`src/rtl/spi_resp_slave.sv`:
```
// SPI mode-0 responder: oversamples the SPI pins on clk, streams received bytes
// with their frame index, and returns response bytes from a local buffer.
//   state  | meaning
//   IDLE   | no frame; waiting for a qualified ss_n falling edge
//   ACTIVE | frame in progress; shifting bytes in on MOSI and out on MISO
module spi_resp_slave #(
  parameter int TX_DEPTH   = 256,
  parameter int TX_AW      = 8,
  parameter int RSP_OFFSET = 1
) (
  input  logic             clk,
  input  logic             reset,
  input  logic             spi_sclk,
  input  logic             spi_ss_n,
  input  logic             spi_mosi,
  output logic             spi_miso,
  output logic             spi_miso_oe,
  output logic             frame_start,
  output logic             frame_end,
  output logic [8:0]       frame_nbytes,
  output logic             rx_valid,
  output logic [7:0]       rx_data,
  output logic [8:0]       rx_index,
  input  logic             tx_wr_en,
  input  logic [TX_AW-1:0] tx_wr_addr,
  input  logic [7:0]       tx_wr_data,
  output logic             busy
);

  typedef enum logic {IDLE, ACTIVE} state_t;

  state_t     state, state_nxt;
  logic [2:0] sclk_sync, ss_sync;
  logic [1:0] mosi_sync;
  logic       sclk_rise, sclk_fall, ss_fall, ss_rise, mosi_q;
  logic [1:0] fill;
  logic       armed;
  logic       go_active, go_idle;
  logic [2:0] bit_cnt;
  logic [8:0] byte_cnt, byte_cnt_inc;
  logic [6:0] rx_sr;
  logic [7:0] tx_sr;
  logic       load_pend;
  logic [7:0] tx_buf [TX_DEPTH];
  logic [9:0] byte_ext, rsp_rel;
  logic       rsp_hit;
  logic [7:0] rsp_byte;

  // Edge pulses are registered so every pin event reaches the datapath 3 clk after the pin.
  always_ff @(posedge clk) begin
    if (reset) begin
      sclk_sync <= 3'b000;
      ss_sync   <= 3'b111;
      mosi_sync <= 2'b00;
      sclk_rise <= 1'b0;
      sclk_fall <= 1'b0;
      ss_fall   <= 1'b0;
      ss_rise   <= 1'b0;
      mosi_q    <= 1'b0;
      fill      <= 2'd0;
      armed     <= 1'b0;
    end else begin
      sclk_sync <= {sclk_sync[1:0], spi_sclk};
      ss_sync   <= {ss_sync[1:0], spi_ss_n};
      mosi_sync <= {mosi_sync[0], spi_mosi};
      sclk_rise <= sclk_sync[1] & ~sclk_sync[2];
      sclk_fall <= ~sclk_sync[1] & sclk_sync[2];
      ss_fall   <= ~ss_sync[1] & ss_sync[2];
      ss_rise   <= ss_sync[1] & ~ss_sync[2];
      mosi_q    <= mosi_sync[1];
      if (fill != 2'd3) fill <= fill + 2'd1;
      // Only arm once the synchronizer holds real pin samples showing ss_n high.
      if (fill == 2'd3 && ss_sync[2]) armed <= 1'b1;
    end
  end

  assign go_active = (state == IDLE) && ss_fall && armed;
  assign go_idle   = (state == ACTIVE) && ss_rise;

  always_ff @(posedge clk) begin
    if (reset) state <= IDLE;
    else       state <= state_nxt;
  end

  always_comb begin
    state_nxt = state;
    case (state)
      IDLE:    if (go_active) state_nxt = ACTIVE;
      ACTIVE:  if (go_idle)   state_nxt = IDLE;
      default: state_nxt = IDLE;
    endcase
  end

  always_comb begin
    busy        = (state == ACTIVE);
    spi_miso_oe = (state == ACTIVE);
  end

  assign byte_cnt_inc = (byte_cnt == 9'd511) ? 9'd511 : byte_cnt + 9'd1;
  assign byte_ext     = {1'b0, byte_cnt};
  assign rsp_rel      = byte_ext - 10'(RSP_OFFSET);
  assign rsp_hit      = (byte_ext >= 10'(RSP_OFFSET)) && (rsp_rel < 10'(TX_DEPTH));
  assign rsp_byte     = rsp_hit ? tx_buf[rsp_rel[TX_AW-1:0]] : 8'h00;
  assign spi_miso     = tx_sr[7];

  always_ff @(posedge clk) begin
    if (reset) begin
      bit_cnt      <= 3'd0;
      byte_cnt     <= 9'd0;
      rx_sr        <= 7'd0;
      tx_sr        <= 8'd0;
      load_pend    <= 1'b0;
      frame_start  <= 1'b0;
      frame_end    <= 1'b0;
      frame_nbytes <= 9'd0;
      rx_valid     <= 1'b0;
      rx_data      <= 8'd0;
      rx_index     <= 9'd0;
    end else begin
      frame_start <= 1'b0;
      frame_end   <= 1'b0;
      rx_valid    <= 1'b0;
      if (go_active) begin
        bit_cnt     <= 3'd0;
        byte_cnt    <= 9'd0;
        rx_sr       <= 7'd0;
        tx_sr       <= 8'd0;
        load_pend   <= 1'b0;
        frame_start <= 1'b1;
      end else if (go_idle) begin
        frame_end    <= 1'b1;
        frame_nbytes <= byte_cnt;
        bit_cnt      <= 3'd0;
        load_pend    <= 1'b0;
      end else if (state == ACTIVE) begin
        if (sclk_rise) begin
          rx_sr   <= {rx_sr[5:0], mosi_q};
          bit_cnt <= bit_cnt + 3'd1;
          if (bit_cnt == 3'd7) begin
            rx_valid  <= 1'b1;
            rx_data   <= {rx_sr, mosi_q};
            rx_index  <= byte_cnt;
            byte_cnt  <= byte_cnt_inc;
            load_pend <= 1'b1;
          end
        end
        // byte_cnt already points at the next frame byte when the load happens.
        if (sclk_fall) begin
          if (load_pend) begin
            tx_sr     <= rsp_byte;
            load_pend <= 1'b0;
          end else begin
            tx_sr <= {tx_sr[6:0], 1'b0};
          end
        end
      end
    end
  end

  always_ff @(posedge clk) begin
    if (tx_wr_en) tx_buf[tx_wr_addr] <= tx_wr_data;
  end

endmodule

```
`config.mk`:
```
export PLATFORM = sky130hd
export DESIGN_NAME = spi_resp_slave
export DESIGN_NICKNAME = d
export VERILOG_FILES = /design/src/rtl/spi_resp_slave.sv
export SDC_FILE = /design/constraint.sdc
export NUM_CORES = 2
export LEC_CHECK = 0
export CORE_MARGIN = 2
export CORE_UTILIZATION = 63
export DETAILED_ROUTE_END_ITERATION = 10
export PLACE_DENSITY_LB_ADDON = 0.25
export SLEW_MARGIN = 20
export SYNTH_ARGS = -nofsm -noshare
export SYNTH_HDL_FRONTEND = slang
export SYNTH_SLANG_ARGS = --single-unit
```
`constraint.sdc`:
```
create_clock -name clk -period 4.9 [get_ports clk]
set_input_delay 0.735 -clock clk [delete_from_list [all_inputs] [get_ports clk]]
set_output_delay 0.735 -clock clk [all_outputs]
set_load 0.01 [all_outputs]
```
==> out/results.ini <==
[clocking]
cts_resized=0
root_buffer=clkbuf_16
h-tree-depth=4
ctsHoldBuffers=0
cts_buffers=201
ctsLongestPathBuffers=3
postCtsSetupRepairBufs=0
clkSlewWorstSetupHoldPaths_ps=60
clk_latency_ps=860
cts_tree=done
cts_sinks=2122

[worst_setup_path]
r2r_slack_ps=590
ff2ff_path_depth=10
critPathRequiredTime_ps=5600
worst-endpoint-arrival_ps=5010
reg2reg_from=byte_cnt[0]
worst_setup_path_start_kind=register
path_class=register to register
crit_path_end_kind=register
path_max_fanout=40
r2r_end=tx_sr[6]

[timing]
final_hold_viol_count=0
setup_viol=0
finClkSkew_ps=33.8
report.final.slew_viol_count=0
finalCriticalPeriod_ps=4310
period_share_pct=87.9
fmax_mhz=232
tightestPinTransition_ps=1190
rsz0062_at_grt=no
slew_headroom_pct=20.2
fin_tns_setup_ps=0

[status]
status=finished, final reports clean

[power_and_ir_drop]
internal_power_w=0.0283
power_frac_clock_pct=42.3
p_comb_share_pct=1.3
power_frac_seq_pct=56.3
leakage_nw=28.5
p_per_area_nw_per_um2=383
vdd_ir_drop_max_uv=396
sw_frac_of_total_pct=20.2
p_switching_w=0.00714

[routing]
wl_met2_um=96600
wl_met1_um=75800
drc_errors=0
firstDrtPassIters=6
top_layer_used=met5
drtAntennaViolNets=0
vias_per_cell=6.86
wl_um=206000
drtIter0Drc=6366
vias=42900
wl_per_cell_um=32.9
wl_met3_um=24100

[synthesis]
ys_ff_latch=2122
synth-async-reset-ratio_pct=0
syn_area_um2=82900
yosys.cell_types.count=67
yosysWarnings=0
ys.flop_type=edfxtp_1
avgSynthCellArea_um2=19.8
yosysSeqAreaShare_pct=76.0
synthCells=4175
synth_edf_count=2048
synth_nets=4202

[final_layout]
seqCellArea_um2=63000
fin_util_pct=70.5
fin_nets=4356
area_delta_synth_final_pct=11.4
layout-drive-gt1-share_pct=23.1
nFillCells=7695
multiInputGateArea_um2=18800
layout_common_cells=2,048 x edfxtp_1, 517 x mux4_2, 397 x nand2_1
final_common_cell=edfxtp_1

[worst_hold_path]
hp-class=register to register
hold_end=ss_sync[1]
holdPathStages=1
worstHoldStart=ss_sync[0]

[global_routing]
grt_overflow=0
grt_pass1_vias=42600
grt.total_usage_pct=30.9
antenna_found_initial=13
grt_pass1_wl_um=298000
grt_max_degree=165

[place]
hpwl_um=123000
gp_congestion=0.910
io_buffers=53

[floorplanning]
core_um2=131000
die_h_um=367
die-area_um2=134000
die_w_um=367
start_util_pct=63.3
ios=54
row_count=133

[flow_run]
cap_violations=0

cells by family (layout without fill, tap and decap cells):
group | after synthesis | count (layout) | synth area share, %
AO/OA/AOI/OAI | 257 | 257 | 2.25
XOR/XNOR | 18 | 18 | 0.199
adder cells (fa/ha/maj) | 5 | 5 | 0.0755
buffers and inverters | 267 | 589 | 1.46
flip-flops | 2122 | 2122 | 76.0
multiplexers | 639 | 639 | 15.6
other | 0 | 7 | 0
AND/OR/NAND/NOR | 867 | 867 | 4.41
final cells by class:
class | instances | share of cell area [%]
sequential | 2122 | 68.2
timing repair buffer | 208 | 2.19
clock inverter | 118 | 1.15
clock buffer | 253 | 5.68
multi-input combinational | 1786 | 20.3
inverter | 10 | 0.0407
antenna | 7 | 0.0190
tap | 1755 | 2.38
flip-flops by register name, summed over array words and instances, names as in the netlist, 2 cells and up:
register and count:
bit_cnt 3, rx_data 8, frame_nbytes 9, fill 2
ss_sync 3, tx_buf 2048, byte_cnt 9, rx_sr 7
sclk_sync 3, mosi_sync 2, rx_index 9, tx_sr 8
worst max path at each step:
stage	end	startpoint	slack, ps
2_1_floorplan	tx_sr[1]	byte_cnt[0]	1080
3_3_place_gp	tx_sr[5]	byte_cnt[0]	830
3_5_place_dp	tx_sr[6]	byte_cnt[0]	770
4_1_cts	tx_sr[6]	byte_cnt[0]	750
5_1_grt	tx_sr[6]	byte_cnt[0]	620
6_report	tx_sr[6]	byte_cnt[0]	590
power groups by stage:
stage	registers (W)	clock network, W	logic (W)
floorplan	0.0203	0	0.0000841
global placement	0.0203	0	0.000450
detailed placement	0.0203	0	0.000472
CTS	0.0199	0.0151	0.000470
global route	0.0199	0.0157	0.000500
finish	0.0199	0.0150	0.000476
metal layers:
layer	vias up	GRT usage [%]
met5	-	0
met4	14	13.1
met3	456	7.86
met2	2864	46.7
met1	22300	43.9
li1	17300	-
critical path, cell delays in order (launching register included):
cell	delay, ps
dfxtp_4	540
inv_2	240
ha_4	860
buf_12	340
mux4_2	360
nand2_1	100
nand2_1	140
a22oi_1	360
nand4_1	390
a221oi_1	620
a31oi_1	160
stage by stage:
step | instance area, um2 | setup WS [ps] | cells | power (W) | hold WS (ps)
after global routing | 92300 | 624 | 6253 | 0.0362 | 435
after detailed placement | 86000 | 773 | 5881 | 0.0208 | 402
after floorplan | 82900 | 1080 | 4175 | 0.0204 | 383
after global placement | 86000 | 833 | 5881 | 0.0208 | 391
final | 92300 | 591 | 6259 | 0.0354 | 428
after CTS | 92300 | 749 | 6252 | 0.0355 | 417
synth_stat cells, drive strengths merged, types with 5 or more instances:
library cell	number	area share, %
edfxtp	2048	74
mux4	517	14
nand2	398	1.8
nor2	287	1.3
clkbuf	132	0.60
buf	125	0.82
dfxtp	74	1.8
mux2i	71	0.86
nand3	71	0.43
a21oi	61	0.37
a22oi	52	0.47
mux2	51	0.69
nand4	33	0.25
nor2b	30	0.23
a31oi	25	0.19
o21ai	15	0.091
a2111oi	13	0.14
a32oi	13	0.14
nor3b	11	0.11
o211ai	11	0.10
inv	10	0.045
o221a	10	0.14
xnor2	10	0.11
nor3	9	0.054
xor2	8	0.094
a22o	6	0.063
o22a	6	0.063
a221oi	5	0.053
and2	5	0.038
and4	5	0.053
ha	5	0.075
or2	5	0.038
(Power assumes the default switching activity.)
